### config.mk
export PLATFORM = sky130hd
export DESIGN_NAME = hazard_scoreboard
export DESIGN_NICKNAME = d
export VERILOG_FILES = /design/src/rtl/hazard_pkg.sv /design/src/rtl/mdu_busy_tracker.sv /design/src/rtl/hazard_scoreboard.sv
export SDC_FILE = /design/constraint.sdc
export NUM_CORES = 1
export LEC_CHECK = 0
export CELL_PAD_IN_SITES_DETAIL_PLACEMENT = 0
export CELL_PAD_IN_SITES_GLOBAL_PLACEMENT = 1
export CORE_UTILIZATION = 27
export DETAILED_ROUTE_END_ITERATION = 16
export GPL_TIMING_DRIVEN = 0
export MAX_ROUTING_LAYER = met4
export PLACE_DENSITY_LB_ADDON = 0.05
export SLEW_MARGIN = 10
export SYNTH_ARGS = -nofsm -noshare
export SYNTH_HDL_FRONTEND = slang
export SYNTH_SLANG_ARGS = --single-unit
### constraint.sdc
create_clock -name clk -period 2.3 [get_ports clk]
set_input_delay 0.46 -clock clk [delete_from_list [all_inputs] [get_ports clk]]
set_output_delay 0.46 -clock clk [all_outputs]
set_load 0.05 [all_outputs]
### src/rtl/hazard_pkg.sv
// Shared constants and types for the hazard scoreboard and its MDU busy tracker.
// Optional stall-cycle counter is enabled elsewhere by HAZARD_PERF_CNT_EN.
package hazard_pkg;

  localparam logic [1:0] FWD_RF = 2'b00;
  localparam logic [1:0] FWD_M  = 2'b01;
  localparam logic [1:0] FWD_W  = 2'b10;

  localparam int MDU_CNT_W = 8;

  typedef enum logic [1:0] {
    MDU_IDLE = 2'b00,
    MDU_BUSY = 2'b01,
    MDU_DONE = 2'b10
  } mduState_t;

endpackage

### src/rtl/mdu_busy_tracker.sv
// Tracks an in-flight multi-cycle mul/div: MDU_LAT busy cycles, then a one-cycle done.
// state | meaning: IDLE | no op in flight; BUSY | counting down MDU_LAT cycles; DONE | result ready this cycle
module mdu_busy_tracker
  import hazard_pkg::*;
#(
  parameter int MDU_LAT = 32
) (
  input  logic      clk,
  input  logic      rst_n,
  input  logic      mdu_startE,
  output logic      mdu_busy,
  output logic      mdu_done,
  output mduState_t state
);

  localparam logic [MDU_CNT_W-1:0] CNT_LOAD = MDU_CNT_W'(MDU_LAT - 1);
  localparam logic [MDU_CNT_W-1:0] CNT_ONE  = MDU_CNT_W'(1);

  mduState_t            stateNext;
  logic [MDU_CNT_W-1:0] cnt;
  logic [MDU_CNT_W-1:0] cntNext;

  always_ff @(posedge clk or negedge rst_n) begin
    if (!rst_n) begin
      state <= MDU_IDLE;
      cnt   <= '0;
    end else begin
      state <= stateNext;
      cnt   <= cntNext;
    end
  end

  // Starts arriving while BUSY or DONE are dropped; the counter is untouched.
  always_comb begin
    stateNext = state;
    cntNext   = cnt;
    case (state)
      MDU_IDLE: begin
        if (mdu_startE) begin
          stateNext = MDU_BUSY;
          cntNext   = CNT_LOAD;
        end
      end
      MDU_BUSY: begin
        if (cnt == '0) begin
          stateNext = MDU_DONE;
        end else begin
          cntNext = cnt - CNT_ONE;
        end
      end
      MDU_DONE: stateNext = MDU_IDLE;
      default:  stateNext = MDU_IDLE;
    endcase
  end

  assign mdu_busy = (state == MDU_BUSY);
  assign mdu_done = (state == MDU_DONE);

endmodule

### src/rtl/hazard_scoreboard.sv
// Five-stage pipeline hazard unit: E/D forwarding selects, load-use/branch/MDU stalls.
// Define HAZARD_PERF_CNT_EN to add the saturating stall_cycles counter output.
module hazard_scoreboard
  import hazard_pkg::*;
#(
  parameter int ADDR_W  = 5,
  parameter int MDU_LAT = 32
) (
  input  logic              clk,
  input  logic              rst_n,
  input  logic [ADDR_W-1:0] rsD,
  input  logic [ADDR_W-1:0] rtD,
  input  logic [ADDR_W-1:0] rsE,
  input  logic [ADDR_W-1:0] rtE,
  input  logic [ADDR_W-1:0] wregE,
  input  logic [ADDR_W-1:0] wregM,
  input  logic [ADDR_W-1:0] wregW,
  input  logic              weE,
  input  logic              weM,
  input  logic              weW,
  input  logic              memtoregE,
  input  logic              memtoregM,
  input  logic              branchD,
  input  logic              mdu_useD,
  input  logic              mdu_startE,
  output logic              forwardAD,
  output logic              forwardBD,
  output logic [1:0]        forwardAE,
  output logic [1:0]        forwardBE,
  output logic              stallF,
  output logic              stallD,
  output logic              flushE,
  output logic              mdu_busy,
  output logic              mdu_done
`ifdef HAZARD_PERF_CNT_EN
  ,
  output logic [31:0]       stall_cycles
`endif
);

  mduState_t mduState;
  logic      loadUseStall;
  logic      branchStall;
  logic      mduStall;
  logic      stallAny;

  // Register 0 is hardwired to zero, so it never matches a producer.
  function automatic logic regHit(input logic [ADDR_W-1:0] src,
                                  input logic [ADDR_W-1:0] dst,
                                  input logic              en);
    return en && (dst != '0) && (src == dst);
  endfunction

  function automatic logic [1:0] fwdSelE(input logic [ADDR_W-1:0] src);
    if (regHit(src, wregM, weM)) begin
      return FWD_M;
    end else if (regHit(src, wregW, weW)) begin
      return FWD_W;
    end
    return FWD_RF;
  endfunction

  mdu_busy_tracker #(
    .MDU_LAT (MDU_LAT)
  ) uMduTracker (
    .clk        (clk),
    .rst_n      (rst_n),
    .mdu_startE (mdu_startE),
    .mdu_busy   (mdu_busy),
    .mdu_done   (mdu_done),
    .state      (mduState)
  );

  assign forwardAE = fwdSelE(rsE);
  assign forwardBE = fwdSelE(rtE);

  // A load in M has no data yet, so the D-stage comparator cannot take it.
  assign forwardAD = regHit(rsD, wregM, weM) && !memtoregM;
  assign forwardBD = regHit(rtD, wregM, weM) && !memtoregM;

  assign loadUseStall = memtoregE &&
                        (regHit(rsD, wregE, weE) || regHit(rtD, wregE, weE));

  assign branchStall = branchD &&
                       (regHit(rsD, wregE, weE) || regHit(rtD, wregE, weE) ||
                        regHit(rsD, wregM, memtoregM) || regHit(rtD, wregM, memtoregM));

  assign mduStall = mdu_useD && (mduState != MDU_IDLE);

  assign stallAny = loadUseStall || branchStall || mduStall;
  assign stallF   = stallAny;
  assign stallD   = stallAny;
  assign flushE   = stallAny;

`ifdef HAZARD_PERF_CNT_EN
  always_ff @(posedge clk or negedge rst_n) begin
    if (!rst_n) begin
      stall_cycles <= '0;
    end else if (stallD && (stall_cycles != 32'hFFFF_FFFF)) begin
      stall_cycles <= stall_cycles + 32'd1;
    end
  end
`endif

endmodule

==> run_results.csv <==
group,metric,value,unit
worst_setup_path,critPathMaxStageDelay,0.52,ns
clock_network,htree_levels,1,
logic_synthesis,synth_edf_count,0,
clock_network,cts.clk_slew.worst_paths,0.05,ns
power,sw_frac_of_total,41.46,%
worst_setup_path,crit_family,"simple AND/OR/NAND/NOR gates",
route,drt_iter0_markers,17,
power,seqPwrFrac,30.1,%
layout,antennaDiodeCount,0,
sta,fin_ws,-0.09615,ns
logic_synthesis,synth_flop_cell,"dfrtp_1",
logic_synthesis,syn_inst,128,
logic_synthesis,synthesis.area,1062,um2
global_routing,antenna_found_initial,0,
layout,synthToLayoutAreaGrowth,68.90,%
power,power_leakage,0.7419,nW
sta,rsz0062_at_grt,"true",
worst_setup_path,rr_worst_depth,7,
sta,slew_headroom,67.26,%
route,wire_per_inst,12.81,um
logic_synthesis,synth_fp_nets,175,
worst_hold_path,hp-class,"in2async",
route,drc_errors,0,
worst_setup_path,worstSetupEndpointType,"output pin",
logic_synthesis,synthArstFlopShare,100.0,%
power,power_density,631.8,nW/um2
power,intPower,0.0006636,W
logic_synthesis,avgSynthCellArea,8.299,um2
clock_network,numCtsBuffers,3,
sta,tns,-0.2259,ns
clock_network,cts.sinks,10,
floorplan,die_x,64.73,um
global_routing,track_usage,15.68,%
worst_setup_path,crit_fanout,3,
global_routing,grt_start_max_net_pins,11,
sta,period_share,104.2,%
placement,dp.cells,226,
global_routing,grt_overflow_total,0,
sta,worst_pin_slew,0.4896,ns
route,firstDrtPassIters,4,
logic_synthesis,yosysUniqueCellTypes,29,
sta,clock_skew,0.0003903,ns
worst_setup_path,crit_type,"in2out",
placement,numPortBuffers,50,
global_routing,grt_pass1_wl,4892,um
route,viasPerCell,4.687,
clock_network,cts_tree,"yes",
worst_setup_path,r2r_end,"uMduTracker.cnt[4]$_DFFE_PN0P_",
floorplan,die_area,4189,um2
layout,fin_nets,233,
power,p_switching,0.0004699,W
clock_network,cts-root-buf,"clkbuf_8",
clock_network,cts_buffer_depth,2,
run_status,violations,"setup timing",
sta,drv_slew,0,
sta,setup_violations,3,
job,drv_cap,0,
layout,utilization,48.28,%
power,combPwrFrac,50.4,%
worst_setup_path,worst_path_most_repeated_cell,"buf_8",
layout,drive_above_1_share,28.65,%
layout,final_common_cell,"xor2_1",
worst_setup_path,worstPathArrival,1.94,ns
worst_setup_path,setup.worst_path.start_class,"primary input",
placement,dp_hpwl,2467,um
floorplan,die_y,64.73,um
run_status,status,"finished with violations",
floorplan,initial_core_util,28.59,%
floorplan,row_count,22,
floorplan,core-area,3716,um2
route,ant_nets,0,
route,wl,2985,um
sta,layout_min_cycle_time,2.396,ns
worst_setup_path,worstReg2RegStart,"uMduTracker.cnt[0]$_DFFE_PN0P_",
worst_setup_path,cpMaxStageDelayCell,"or4_4",
global_routing,grt_pass1_vias,1038,
floorplan,boundaryPins,56,
logic_synthesis,synth_seq_cells,10,
clock_network,worstSkewPairLatency,0.24,ns
layout,final_cell_mix,"28 x xor2_1, 14 x xnor2_1, 14 x clkdlybuf4s50_1",
worst_setup_path,path_cells,"buf_8, or4_4, o221ai_2, a21oi_2, or3_4, buf_6, buf_8",
worst_setup_path,critPathBufInv,3,
power,clockPowerShare,19.5,%
logic_synthesis,seq_area_frac_synth,23.56,%
worst_setup_path,ff2ff_setup_slack,0.48,ns
power,ir_drop,290.1,uV
layout,stdcell_count,233,
logic_synthesis,ys.warnings.count,0,
placement,place_ws,-1.114,ns
worst_setup_path,cp_data_required_time,1.84,ns
worst_setup_path,cp.depth,7,
sta,fmax,0.4173,GHz
route,num_vias,1092,
sta,hold_viol_final,0,
placement,place.gp.congestion,0.8099,
## through the flow
stage	total power [W]	hold WS (ns)	cell area (um2)
floorplan	0.0007118	0.1644	1161
global placement	0.0009013	0.5268	1722
detailed placement	0.0009091	0.5271	1722
CTS	0.001139	0.5433	1782
global route	0.001214	0.5815	1794
finish	0.001134	0.5417	1794
## kinds of logic after synthesis
| kind of cell | share of synthesized area [%] |
|---|---|
| buffers and inverters | 3.886 |
| XOR/XNOR | 36.28 |
| flip-flops | 23.56 |
| adder cells (fa/ha/maj) | 2.355 |
| AO/OA/AOI/OAI | 4.829 |
| multiplexers | 0.9423 |
| AND/OR/NAND/NOR | 28.15 |
## metal layers
layer	track usage [%]	up-vias	wire [um]
li1	-	550	-
met1	19.74	495	1414
met2	25.39	44	1369
met3	4.225	3	185
met4	2.500	0	15
met5	-	-	0
## power groups by stage
| stage | Sequential, W | Clock, W | Combinational, W |
|---|---|---|---|
| after floorplan | 0.000326 | 0 | 0.000386 |
| after global placement | 0.000342 | 0 | 0.000559 |
| after detailed placement | 0.000344 | 0 | 0.000565 |
| after CTS | 0.000341 | 0.000229 | 0.000569 |
| after global routing | 0.000355 | 0.000232 | 0.000626 |
| final | 0.000342 | 0.000221 | 0.000571 |
## synthesized netlist by cell type, drive strengths merged, types with 2 or more instances
cell     n  area, um2
xor2    30      262.8
xnor2   14      122.6
nor3    12      60.06
dfrtp   10      250.2
nand3    9      45.04
nand2    8      30.03
nor2     6      22.52
nor4     5      46.29
a21oi    4      20.02
clkbuf   4      15.01
or4      4      30.03
buf      3      18.76
ha       2      25.02
inv      2      7.510
nor2b    2      12.51
or3      2      12.51
## cell type report
| type | count | area, um2 |
|---|---|---|
| plain buffers | 7 | 51.30 |
| multi-input cells | 109 | 892.1 |
| clock buffers | 4 | 55.05 |
| well taps | 48 | 60.06 |
| fillers | 372 | 1922 |
| flip-flops and latches | 10 | 250.2 |
| inverters | 2 | 7.507 |
| repair buffers | 53 | 478.0 |
## what timing repair did
item,4_1_cts,5_1_grt
hold buffers,0,0
setup buffers,1,2
pin swaps,7,4
gates cloned,0,0
endpoints found under the setup margin,9,6
gates resized for setup,105,19
## registers in the layout (all words and copies together), names as in the netlist
signal	cells
uMduTracker.cnt	8
uMduTracker.state	2
## worst max-delay path by stage
stage / start / end / slack [ns]
finish: wregE[2] / stallF / -0.1
global route: wregE[2] / stallD / -0.13
CTS: wregE[2] / stallD / -0.13
detailed placement: wregE[1] / stallD / -1.11
global placement: wregE[1] / stallD / -1.10
floorplan: wregM[0] / forwardAE[1] / -0.04
Power figures use the tool's default switching activity.
==> RTL edit 1 (same settings) <==
The package constant `MDU_CNT_W` goes from 8 to 6.
--- a/src/rtl/hazard_pkg.sv
+++ b/src/rtl/hazard_pkg.sv
@@ -7,5 +7,5 @@
   localparam logic [1:0] FWD_W  = 2'b10;
 
-  localparam int MDU_CNT_W = 8;
+  localparam int MDU_CNT_W = 6;
 
   typedef enum logic [1:0] {
Formal check against the unedited RTL: same outputs for any inputs over 10 cycles, from zero or initial values and one cycle with rst_n low; that may be too few to reach the edited logic, so the function may still have changed.
==> RTL edit 1 against the unedited design <==
The run still ends with negative setup slack left; wire length down 6.6%; combinational power up 2%; sequential cell count down 2; cell area down 7.5%; synthesized area down 9.3%; power down 16%; setup slack worse by 11 ps; synthesized cell count down 7.0%; critical path type unchanged; largest cell class unchanged; largest power group unchanged.
==> RTL edit 1: results (changes against the unedited design) <==
| Metric | Value |
|---|---|
| Area after DPL | 1620 sq um (-5.9%) |
| Hold WC Path Type | primary input to asynchronous set/reset pin |
| R2R depth | 6 (-1) |
| Register area share after synthesis | 0.2078 (-0.02778) |
| Final wirelength | 2.788 mm (-6.6%) |
| Top Registers | uMduTracker.cnt: 6 flops, uMduTracker.state: 2 flops |
| Fin cells | 220 (-5.6%) |
| Syn Inst Count | 119 (-7.0%) |
| Worst VDD drop | 0.1941 mV (-33%) |
| Worst setup margin | -107.4 ps (-11.21 ps) |
| Failing checks | negative setup slack |
| Clk_lat worst skew | 260 ps (+20 ps) |
| R2R setup slack | 590 ps (+110 ps) |
| Final setup viols | 3 (unchanged) |
| Share of cells above drive strength 1 | 0.2759 (-0.01062) |
| Post-route setup TNS | -276.9 ps (-51.01 ps) |
| Max transition margin | 0.6663 (-0.006318) |
| Global-route wire length before repair | 4.333 mm (-11%) |
| Skew final | 6.541 ps (+6.151 ps) |
| Clock root buffer | clkbuf_4 |
| DPL Wire Length | 2.364 mm (-4.2%) |
| Status | complete, but fails checks |
| Synth area leaders | xor2_1 (25%), dfrtp_1 (21%), xnor2_1 (13%) |
| Vias in the first global route | 975 (-6.1%) |
| Worst Setup Slack post-DPL | -1095 ps (+19.16 ps) |
| Initial detailed-routing violation count | 32 (+15) |
| Synth cell count leaders | xor2_1 (28), xnor2_1 (14), nor3_1 (9), dfrtp_1 (8), nand3_1 (8) |
| Worst setup path end | stallD |
| Final GP Congestion | 0.6691 (-17%) |
| FF-to-FF End | uMduTracker.cnt[5]$_DFFE_PN0P_ |
| FF-to-FF Start | uMduTracker.cnt[0]$_DFFE_PN0P_ |
| Synth unique cells | 26 (-10%) |
| Lkg Pwr | 0.7145 nW (-3.7%) |
| Vias | 1026 (-6.0%) |
| WHS | 476.7 ps (-64.97 ps) |
| Area grow syn2layout | 72.34% |
[RTL edit 1: cell count changes in the layout (fill, tap and decap cells not counted), moves of 3 or more]
| cell | change |
|---|---|
| clkdlybuf4s15_1 | -3 |
| nor3_1 | -3 |
| dlymetal6s2s_1 | +3 |
| nand2_1 | -3 |
| clkbuf_8 | -4 |
[RTL edit 1: area by class of cell]
| type | instances | area share |
|---|---|---|
| multi-input cells | 101 | 0.5034 |
| repair buffers | 52 | 0.2901 |
| flip-flops and latches | 8 | 0.1206 |
| inverters | 3 | 0.006782 |
| clock buffers | 3 | 0.01356 |
| well taps | 46 | 0.03466 |
| plain buffers | 7 | 0.03090 |
[RTL edit 1: cell families (layout without fill, tap and decap cells)]
| family | after synthesis | in the layout | share of synthesized area |
|---|---|---|---|
| simple gates | 44 | 44 | 0.2403 |
| xor+xnor | 42 | 42 | 0.3818 |
| compound gates | 13 | 13 | 0.09740 |
| buf+inv | 10 | 65 | 0.04674 |
| flops | 8 | 8 | 0.2078 |
| fa+ha+maj | 2 | 2 | 0.02597 |
[RTL edit 1: per-layer routing]
metal  global-route usage  wire, um  part of all wire  vias up
li1                     -         -                 -      519
met1               0.2003      1223              0.44      462
met2               0.2673      1318              0.47       43
met3              0.03727       226             0.081        2
met4              0.03810        19            0.0068        0
met5                    -         0                 0        -
[RTL edit 1: repair_timing]
action | 4_1_cts | 5_1_grt
endpoints found under the hold margin | 0 | 0
gates cloned | 0 | 0
buffers inserted | 1 | 1
resized for setup | 95 | 33
setup endpoints to repair | 9 | 9
hold buffers | 0 | 0
pin swaps | 8 | 8
[RTL edit 1: report_power, final]
group	internal, mW	switching (mW)	total (mW)	leakage, nW
sequential	0.201	0.0553	0.256	0.0917
clock	0.0599	0.0506	0.111	0.0138
combinational	0.262	0.319	0.581	0.609
==> RTL edit 2 (same settings) <==
Without the edit above. Re-encode `mduState_t` (3 states) as one-hot, 3 bits wide.
--- a/src/rtl/hazard_pkg.sv
+++ b/src/rtl/hazard_pkg.sv
@@ -9,8 +9,8 @@
   localparam int MDU_CNT_W = 8;
 
-  typedef enum logic [1:0] {
-    MDU_IDLE = 2'b00,
-    MDU_BUSY = 2'b01,
-    MDU_DONE = 2'b10
+  typedef enum logic [2:0] {
+    MDU_IDLE = 3'b001,
+    MDU_BUSY = 3'b010,
+    MDU_DONE = 3'b100
   } mduState_t;
 
Check against the original RTL: same outputs for any inputs over 10 cycles, from zero or initial values and one cycle with rst_n low; not proved beyond that.
==> RTL edit 2 against the unedited design <==
The run still ends with negative setup slack left; cell area grew 1.2%; setup slack gained 4.8 ps; wire length grew 14%; via count grew 4.3%; synthesized area grew 5.4%; sequential cell count grew 1; power shrank 13%; core utilization shrank 2.9 points.
==> RTL edit 2: results (changes against the unedited design) <==
| Metric | Value |
|---|---|
| Global-route wire length before repair | 5.623 mm (+15%) |
| R2R depth | 5 (-2) |
| Status | complete, but fails checks |
| DPL Wire Length | 2.818 mm (+14%) |
| Top Registers | uMduTracker.cnt: 8 flops, uMduTracker.state: 3 flops |
| Area after DPL | 1774 sq um (+3.1%) |
| Crit-path max FO | 3 (unchanged) |
| M3 GR Usage | 0.03448 (-0.007771) |
| Final setup viols | 3 (unchanged) |
| Routed len/inst | 14.24 um (+11%) |
| Syn Nets | 181 (+3.4%) |
| Worst VDD drop | 0.3840 mV (+32%) |
| Final GP Congestion | 0.8177 (+0.96%) |
| Syn Inst Count | 134 (+4.7%) |
| GRT met2 Usage | 0.2921 (+0.03819) |
| Failing checks | negative setup slack |
| Register area share after synthesis | 0.2469 (+0.01136) |
| M1 WL | 1.547 mm (+9.4%) |
| Fin. Hold Viols | 0 (unchanged) |
| Met1 usage | 0.2160 (+0.01857) |
| Largest net degree at the start of global routing | 12 (+1) |
| Hold WC Path Type | flip-flop to flip-flop |
| Synth unique cells | 30 (+3.4%) |
| Slew @ Worst Pin | 502.6 ps (+12.97 ps) |
| FILL cells | 394 (+5.9%) |
| DR WL met3 | 147 um (-21%) |
| Worst setup margin | -91.32 ps (+4.827 ps) |
| Final wirelength | 3.403 mm (+14%) |
| Lkg Pwr | 0.7554 nW (+1.8%) |
| Worst Setup Slack post-DPL | -1102 ps (+12.86 ps) |
| Met2 wire length | 1.683 mm (+23%) |
| Skew final | 2.835 ps (+2.445 ps) |
| Placed Cells | 234 (+3.5%) |
| Top FF cell, synth | dfrtp_1 |
| Vias in the first global route | 1206 (+16%) |
| Nets@finish | 237 (+1.7%) |
| Tot GR Track Use | 0.1735 (+0.01674) |
| Avg Vias per Cell | 4.766 (+1.7%) |
| Finished Core Util | 0.4539 (-0.02896) |
| Synth area leaders | xor2_1 (25%), dfrtp_1 (22%), xnor2_1 (11%) |
[RTL edit 2: where the power goes]
part	internal, mW	total (mW)	switching, mW
Sequential	0.232	0.273	0.0408
Clock	0.122	0.195	0.0730
Combinational	0.233	0.520	0.287
Total	0.587	0.988	0.401
[RTL edit 2: timing repair]
item,in CTS,in global routing
pin swaps,8,7
buffers inserted,1,0
gates resized for setup,106,23
setup endpoints to repair,9,8
[RTL edit 2: layout make-up]
type	count	area share
clock buffers	4	0.02481
repair buffers	51	0.2529
flip-flops and latches	11	0.1523
well taps	50	0.03446
plain buffers	7	0.02619
inverters	4	0.008270
multi-input cells	112	0.5010
[RTL edit 2: cells by family after synthesis]
group                    share of synthesized area
XOR/XNOR                                    0.3598
AO/OA/AOI/OAI                              0.04022
AND/OR/NAND/NOR                             0.2872
buffers and inverters                      0.04356
flip-flops                                  0.2469
adder cells (fa/ha/maj)                    0.02234
[RTL edit 2: final timing paths]
check	to	from	slack [ps]
max	stallF	wregE[4]	-90
min	uMduTracker.cnt[0]$_DFFE_PN0P_	uMduTracker.cnt[0]$_DFFE_PN0P_	540
max reg2reg	uMduTracker.cnt[1]$_DFFE_PN0P_	uMduTracker.cnt[4]$_DFFE_PN0P_	520
min reg2reg	uMduTracker.cnt[0]$_DFFE_PN0P_	uMduTracker.cnt[0]$_DFFE_PN0P_	540
max in group asynchronous	uMduTracker.state[0]$_DFFE_PN1P_	rst_n	1390
min in group asynchronous	uMduTracker.cnt[2]$_DFFE_PN0P_	rst_n	550
[RTL edit 2: worst max-delay path, stage by stage]
cell,delay [ps]
buf_8,90
or4_4,520
o221ai_2,140
a21oi_1,50
or3_4,390
buf_6,130
buf_8,140
